[config.mk]
export PLATFORM = sky130hd
export DESIGN_NAME = instr_fetch_unit
export DESIGN_NICKNAME = d
export VERILOG_FILES = /design/src/rtl/instr_fetch_unit.sv
export SDC_FILE = /design/constraint.sdc
export NUM_CORES = 1
export LEC_CHECK = 0
export CORE_ASPECT_RATIO = 1.25
export CORE_MARGIN = 3
export CORE_UTILIZATION = 55
export DETAILED_ROUTE_END_ITERATION = 8
export DONT_BUFFER_PORTS = 1
export GPL_ROUTABILITY_DRIVEN = 1
export MAX_ROUTING_LAYER = met4
export PLACE_DENSITY = 0.77
export SLEW_MARGIN = 20
export SYNTH_ARGS = -nofsm -noshare
export SYNTH_HDL_FRONTEND = slang
export SYNTH_SLANG_ARGS = --single-unit
[constraint.sdc]
create_clock -name clk -period 3.9 [get_ports clk]
set_input_delay 0.975 -clock clk [delete_from_list [all_inputs] [get_ports clk]]
set_output_delay 0.975 -clock clk [all_outputs]
set_load 0.02 [all_outputs]
[src/rtl/instr_fetch_unit.sv]
// Instruction fetch unit: sequential fetch from instruction memory into an
// in-order prefetch FIFO, with redirect flush on taken branches/jumps.
module instr_fetch_unit #(
    parameter int unsigned DEPTH    = 4,
    parameter logic [31:0] RESET_PC = 32'h0000_0000
) (
    input  logic                     clk,
    input  logic                     reset,
    output logic                     imem_req,
    output logic [31:0]              imem_addr,
    input  logic                     imem_ack,
    input  logic [31:0]              imem_rdata,
    input  logic                     redirect_valid,
    input  logic [31:0]              redirect_pc,
    output logic                     if_valid,
    input  logic                     if_ready,
    output logic [31:0]              if_pc,
    output logic [31:0]              if_instr,
    output logic [$clog2(DEPTH):0]   fifo_count
);

    localparam int unsigned AW = $clog2(DEPTH);
    localparam int unsigned CW = AW + 1;

    logic [31:0]   r_fetch_pc;
    logic [CW-1:0] r_count;
    logic [AW-1:0] r_wr_ptr;
    logic [AW-1:0] r_rd_ptr;
    logic [31:0]   r_pc_mem    [DEPTH];
    logic [31:0]   r_instr_mem [DEPTH];

    logic w_full;
    logic w_push;
    logic w_pop;

    // Request is suppressed by reset, a redirect, or a full buffer; no pop bypass.
    assign w_full    = (r_count == CW'(DEPTH));
    assign imem_req  = !reset && !redirect_valid && !w_full;
    assign imem_addr = r_fetch_pc;

    assign w_push = imem_req && imem_ack;
    assign w_pop  = (r_count != '0) && if_ready && !redirect_valid;

    assign if_valid   = (r_count != '0);
    assign fifo_count = r_count;
    assign if_pc      = if_valid ? r_pc_mem[r_rd_ptr]    : 32'h0;
    assign if_instr   = if_valid ? r_instr_mem[r_rd_ptr] : 32'h0;

    // Fetch address, occupancy and pointers; redirect overrides push and pop.
    always_ff @(posedge clk or posedge reset) begin
        if (reset) begin
            r_fetch_pc <= RESET_PC;
            r_count    <= '0;
            r_wr_ptr   <= '0;
            r_rd_ptr   <= '0;
        end else if (redirect_valid) begin
            r_fetch_pc <= redirect_pc & 32'hFFFF_FFFC;
            r_count    <= '0;
            r_wr_ptr   <= '0;
            r_rd_ptr   <= '0;
        end else begin
            if (w_push) begin
                r_fetch_pc <= r_fetch_pc + 32'd4;
                r_wr_ptr   <= r_wr_ptr + AW'(1);
            end
            if (w_pop) begin
                r_rd_ptr <= r_rd_ptr + AW'(1);
            end
            case ({w_push, w_pop})
                2'b10:   r_count <= r_count + CW'(1);
                2'b01:   r_count <= r_count - CW'(1);
                default: r_count <= r_count;
            endcase
        end
    end

    // Buffer storage needs no reset: entries are only visible while counted.
    always_ff @(posedge clk) begin
        if (w_push) begin
            r_pc_mem[r_wr_ptr]    <= r_fetch_pc;
            r_instr_mem[r_wr_ptr] <= imem_rdata;
        end
    end

endmodule

==> results of run 1 <==
power groups by stage:
stage	clock [mW]	combinational, mW	sequential [mW]
2_1_floorplan	0	1.41	3.63
3_3_place_gp	0	1.60	3.72
3_5_place_dp	0	1.63	3.73
4_1_cts	2.34	1.63	3.67
5_1_grt	2.46	1.72	3.68
6_report	2.28	1.59	3.66
layer usage:
| metal | routed length (um) | share of wire (%) | GRT usage, % | vias to the layer above |
|---|---|---|---|---|
| li1 | - | - | - | 2508 |
| met5 | 0 | 0 | - | - |
| met1 | 8290 | 37 | 25.1 | 2918 |
| met4 | 376 | 1.7 | 4.87 | 0 |
| met3 | 1940 | 8.8 | 5.35 | 29 |
| met2 | 11500 | 52 | 33.7 | 207 |
cells in the final DEF, fill, tap and decap left out, drive strengths merged:
cell type	instances
a211o	1
a21oi	1
a31o	1
a31oi	1
and2	68
and3	8
and4	1
and4bb	2
buf	12
clkbuf	34
clkinv	14
conb	4
dfrtp	37
edfxtp	248
fa	1
ha	5
inv	4
mux2i	4
mux4	62
nand2	47
nand2b	1
nand3	13
nand3b	1
nand4	11
nor2	14
nor3	5
nor3b	1
nor4	4
o211ai	7
o21ai	25
o311a	1
o31a	1
or3	4
xnor2	10
xor2	18
synth_stat cells (all sizes together) (2+ instances only):
master / n / share of area, %
o211ai: 7 / 0.45
dfrtp: 37 / 8.0
and2: 68 / 3.7
nand4: 11 / 0.65
ha: 5 / 0.54
buf: 11 / 0.56
or3: 4 / 0.22
clkbuf: 21 / 0.68
xnor2: 10 / 0.76
nor3: 5 / 0.26
inv: 4 / 0.13
mux4: 62 / 12
nor2: 14 / 0.45
nand3: 13 / 0.67
nor4: 4 / 0.53
and4bb: 2 / 0.22
edfxtp: 248 / 64
and3: 8 / 0.45
xor2: 18 / 1.4
nand2: 47 / 1.6
mux2i: 4 / 0.35
o21ai: 25 / 1.1
sequential cells by signal, summed over array words and instances, names as in the netlist:
register / count
fifo_count: 3
r_instr_mem: 128
r_wr_ptr: 2
imem_addr: 30
r_pc_mem: 120
r_rd_ptr: 2
kinds of logic after synthesis:
| logic type | Yosys count | share of synthesized area [%] |
|---|---|---|
| fa+ha+maj | 6 | 0.713 |
| mux | 66 | 12.4 |
| xor+xnor | 28 | 2.12 |
| flops | 285 | 72.3 |
| compound gates | 38 | 1.95 |
| buf+inv | 36 | 1.37 |
| simple gates | 180 | 9.07 |
| other cells | 1 | 0.0324 |
area by class of cell:
cell class	instances	share of cell area, %
clock buffers	34	5.60
multi-input cells	322	24.1
flip-flops and latches	285	65.9
clock inverters	14	0.452
well taps	270	2.66
inverters	4	0.118
repair buffers	12	1.20
stage by stage:
step | cell area, um2 | std cells | hold slack [ns] | setup slack, ns | power [mW]
global route | 12700 | 941 | 0.491 | 0.203 | 7.86
CTS | 12700 | 941 | 0.461 | 0.282 | 7.64
finish | 12700 | 941 | 0.463 | 0.331 | 7.53
floorplan | 11600 | 643 | 0.538 | 0.388 | 5.04
global placement | 12000 | 893 | 0.559 | 0.903 | 5.32
detailed placement | 12000 | 893 | 0.607 | 0.846 | 5.36
worst max-delay path, cell delays in order (launching register included):
cell     delay, ns
dfrtp_1       0.55
or3_2         0.93
buf_4         0.35
and2_1        0.23
path summary, 6_finish.rpt:
path / endpoint / slack, ns
worst min-delay path: imem_addr[2] / 0.46
worst max register to register: fifo_count[2] / 0.83
worst max-delay path: if_instr[16] / 0.33
worst min register to register: r_wr_ptr[1] / 0.62
max in group asynchronous: r_rd_ptr[1] / 3.04
min in group clk: r_rd_ptr[0] / 0.52
==> results.cfg, run 1 <==
[setup_path]
critPathRequiredTime_ns = 2.92
crit_path_end_kind = primary output
path_max_fanout = 39
worstPathArrival_ns = 2.59
critical_path_class = reg2out
start_kind = flop
rr_worst_depth = 9
startpoint = fifo_count[1]
r2r_start = fifo_count[1]

[finish]
layout-drive-gt1-share_pct = 18.9
area_growth_pct = 9.90
fin_util_pct = 62.4
multi_input_area_mm2 = 0.00307
antenna_cells = 0
finalNetCount = 726
nFillCells = 1434
seq_area_mm2 = 0.00838

[timing]
period_needed_ns = 3.57
skew_ns = 0.0145
finalMaxSlewViolations = 0
hold_viol_final = 0
setup-violations-final = 0
fin_crit_sh_pct = 91.5
worst_pin_slew_ns = 0.797
slew_headroom_pct = 46.9
fin_setup_tns_ns = 0
rsz0062_at_grt = false
fmax_mhz = 280

[pwr]
internal_power_mw = 5.33
pwr_density_cell_mw_per_mm2 = 592
vdd_drop_max_v = 0.000397
pwr-share-comb_pct = 21.1
clkPwrFrac_pct = 30.3
p_sw_mw = 2.21
seq_power_share_pct = 48.6
power.leakage_nw = 4.11
switching_share_pct = 29.3

[worst_hold_path]
hp-class = in2async

[grt]
overflow = 0
grt_max_degree = 65
grt_pass1_vias = 6086
grt_pass1_wl_um = 34600
antenna_found_initial = 0
grt.total_usage_pct = 20.2

[synthesis]
synth_edf_count = 248
avgSynthCellArea_um2 = 18.1
syn_inst = 640
yosys.cell_types.count = 44
synth_warnings = 0
yosysSeqAreaShare_pct = 72.3
synth-async-reset-ratio_pct = 13.0
ys_seq_elements = 285
syn-cell-area_mm2 = 0.0116
synthFlopType = edfxtp_1

[clocking]
htreeDepth = 1
ctsRootBufferMaster = clkbuf_16
cts_tree = done
clock-sinks = 285
clkLatencyLatePin_ns = 0.52
cts_resized = 0
cts.clk_slew.worst_paths_ns = 0.06
postCtsHoldBufs = 0
cts_setup_buffers = 0
clockBufferDepth = 3
cts_inserted_buffers = 26

[drt]
drc = 0
drt-pass1-iter-count = 5
wl_um = 22100
ant_nets = 0
routedWlPerCell_um = 23.5
num_vias = 5662
drt_iter0_markers = 415
routed_via_density = 6.02

[placed_design]
place_congestion = 0.906
numPortBuffers = 0
hpwlAfterDp_um = 14100

[floorplan]
core_area_mm2 = 0.0204
die_area_mm2 = 0.0228
fp.dieH_um = 168
rows = 58
ios = 170
die_w_um = 136
start_util_pct = 56.8

[flow_run]
maxCapViolations = 0

[run_status]
outcome = complete, no violations
Note: power is estimated with default switching activity, not from simulation.
==> inputs of run 2 (changes only) <==
- clock period: 3.9 -> 3.5 ns (I/O delays scaled with it)
==> run 2 against run 1 <==
Sequential share of layout area is 0.96 points lower. Non-clock buffer count up 7. First-iteration DRC count fell by 9.4%. Routed wire length increased by 4.4%. Utilization is 0.92 points higher. Global-route usage increased by 0.88 points. Worst setup slack got worse by 0.055 ns. Clock skew grew 0.0052 ns. Critical path depth is the same. Clock-buffer cell count fell by 1. Clock power increased by 25%. Worst hold slack lost 0.046 ns. Critical path type unchanged.
==> results.cfg, run 2 (synthesis results as in run 1) <==
[drt]
routed_via_density = 6.05
routedWlPerCell_um = 24.3
drc = 0
drt-pass1-iter-count = 5
drt_iter0_markers = 376
ant_nets = 0
wl_um = 23100
num_vias = 5762

[timing]
fin_crit_sh_pct = 92.1
finalMaxSlewViolations = 0
period_needed_ns = 3.22
fmax_mhz = 310
hold_viol_final = 0
skew_ns = 0.0196
rsz0062_at_grt = false
slew_headroom_pct = 53.3
fin_setup_tns_ns = 0
setup-violations-final = 0
holdWs_ns = 0.417
worst_pin_slew_ns = 0.695

[clocking]
cts_inserted_buffers = 28
cts.clk_slew.worst_paths_ns = 0.06
cts_setup_buffers = 0
cts_tree = done
clockBufferDepth = 3
postCtsHoldBufs = 0
ctsRootBufferMaster = clkbuf_16
htreeDepth = 1
clock-sinks = 285
clkLatencyLatePin_ns = 0.53
cts_resized = 0

[finish]
final_cells = 952
mostFrequentLayoutCells = 248 x edfxtp_1, 64 x and2_1, 62 x mux4_2
finalNetCount = 735
layout-drive-gt1-share_pct = 21.3
antenna_cells = 0
area_growth_pct = 11.5
mostFrequentLayoutCell = edfxtp_1
regMostFlops = r_instr_mem
largest_register_ffs = 128

[grt]
overflow = 0
grt.total_usage_pct = 21.1
grt_pass1_wl_um = 35900
antenna_found_initial = 0
grt_pass1_vias = 6132
grt_max_degree = 65

[placed_design]
numPortBuffers = 0
place_congestion = 0.851
dpl.cell_count = 900
hpwlAfterDp_um = 15000

[floorplan]
start_util_pct = 56.8
ios = 170
die_area_mm2 = 0.0228
die_w_um = 136
fp.dieH_um = 168
rows = 58
core_area_mm2 = 0.0204

[setup_path]
path_max_fanout = 30
start_kind = flop
r2r_start = fifo_count[0]
critPathRequiredTime_ns = 2.62
crit_path_end_kind = primary output
worstPathArrival_ns = 2.35
critical_path_class = reg2out
rrSetupSlack_ns = 0.86
r2r-end = fifo_count[2]
rr_worst_depth = 9

[pwr]
seq_power_share_pct = 46.9
internal_power_mw = 6.19
power.leakage_nw = 4.21
p_sw_mw = 2.54
switching_share_pct = 29.1
power.total_mw = 8.72
pwr-share-comb_pct = 20.5
vdd_drop_max_v = 0.000419
clkPwrFrac_pct = 32.5
pwr_density_cell_mw_per_mm2 = 676

[flow_run]
maxCapViolations = 0

[worst_hold_path]
hp-class = in2async

[run_status]
outcome = complete, no violations
==> run 2: cell types whose count changed in the layout (fill, tap and decap cells not counted), sizes merged <==
cell	delta
buf	+7
bufinv	+2
clkbuf	-1
clkinv	+1
clkinvlp	+2
==> run 2: per-layer routing <==
layer  wire [um]  track usage (%)  share of wire [%]  vias to the layer above
met1        8590             26.3                 37                     2984
met4         399             4.78                1.7                        0
met5           0                -                  0                        -
met2       12100             35.1                 53                      224
met3        1950             5.83                8.5                       33
li1            -                -                  -                     2521
==> run 2: worst max path at each step <==
stage             startpoint                 to  slack, ns  depth (start not counted)
5_1_grt          r_rd_ptr[0]          if_pc[23]       0.13                          3
2_1_floorplan          reset  r_instr_mem[1][0]       0.09                          3
6_report         r_rd_ptr[0]          if_pc[29]       0.28                          3
3_5_place_dp   fifo_count[1]       if_instr[16]       0.61                          3
3_3_place_gp   fifo_count[1]          if_pc[14]       0.67                          3
4_1_cts        fifo_count[0]        if_instr[5]       0.05                          3
==> run 2: critical path, cell delays in order (launching register included) <==
cell and delay, ns:
dfrtp_4 0.68, buf_12 0.30, mux4_2 0.57, and2_1 0.25
==> run 2: final cells by class <==
class	count	area [um2]
flip-flops and latches	285	8380
clock buffers	33	741
clock inverters	19	148
inverters	4	15.0
well taps	270	338
fillers	1404	7480
repair buffers	19	218
multi-input cells	322	3070
==> run 2: power groups by stage <==
stage / sequential, mW / combinational (mW) / clock (mW)
after floorplan: 4.04 / 1.57 / 0
after global placement: 4.15 / 1.79 / 0
after detailed placement: 4.17 / 1.83 / 0
after CTS: 4.10 / 1.83 / 2.89
after global routing: 4.12 / 1.94 / 3.03
final: 4.09 / 1.79 / 2.84
==> run 2: through the flow <==
step                setup WS (ns)  util [%]  instance area [um2]
detailed placement          0.609      58.9                12000
CTS                        0.0500      63.3                12900
finish                      0.276      63.3                12900
global route                0.130      63.3                12900
global placement            0.675      58.9                12000
floorplan                  0.0881         -                11600
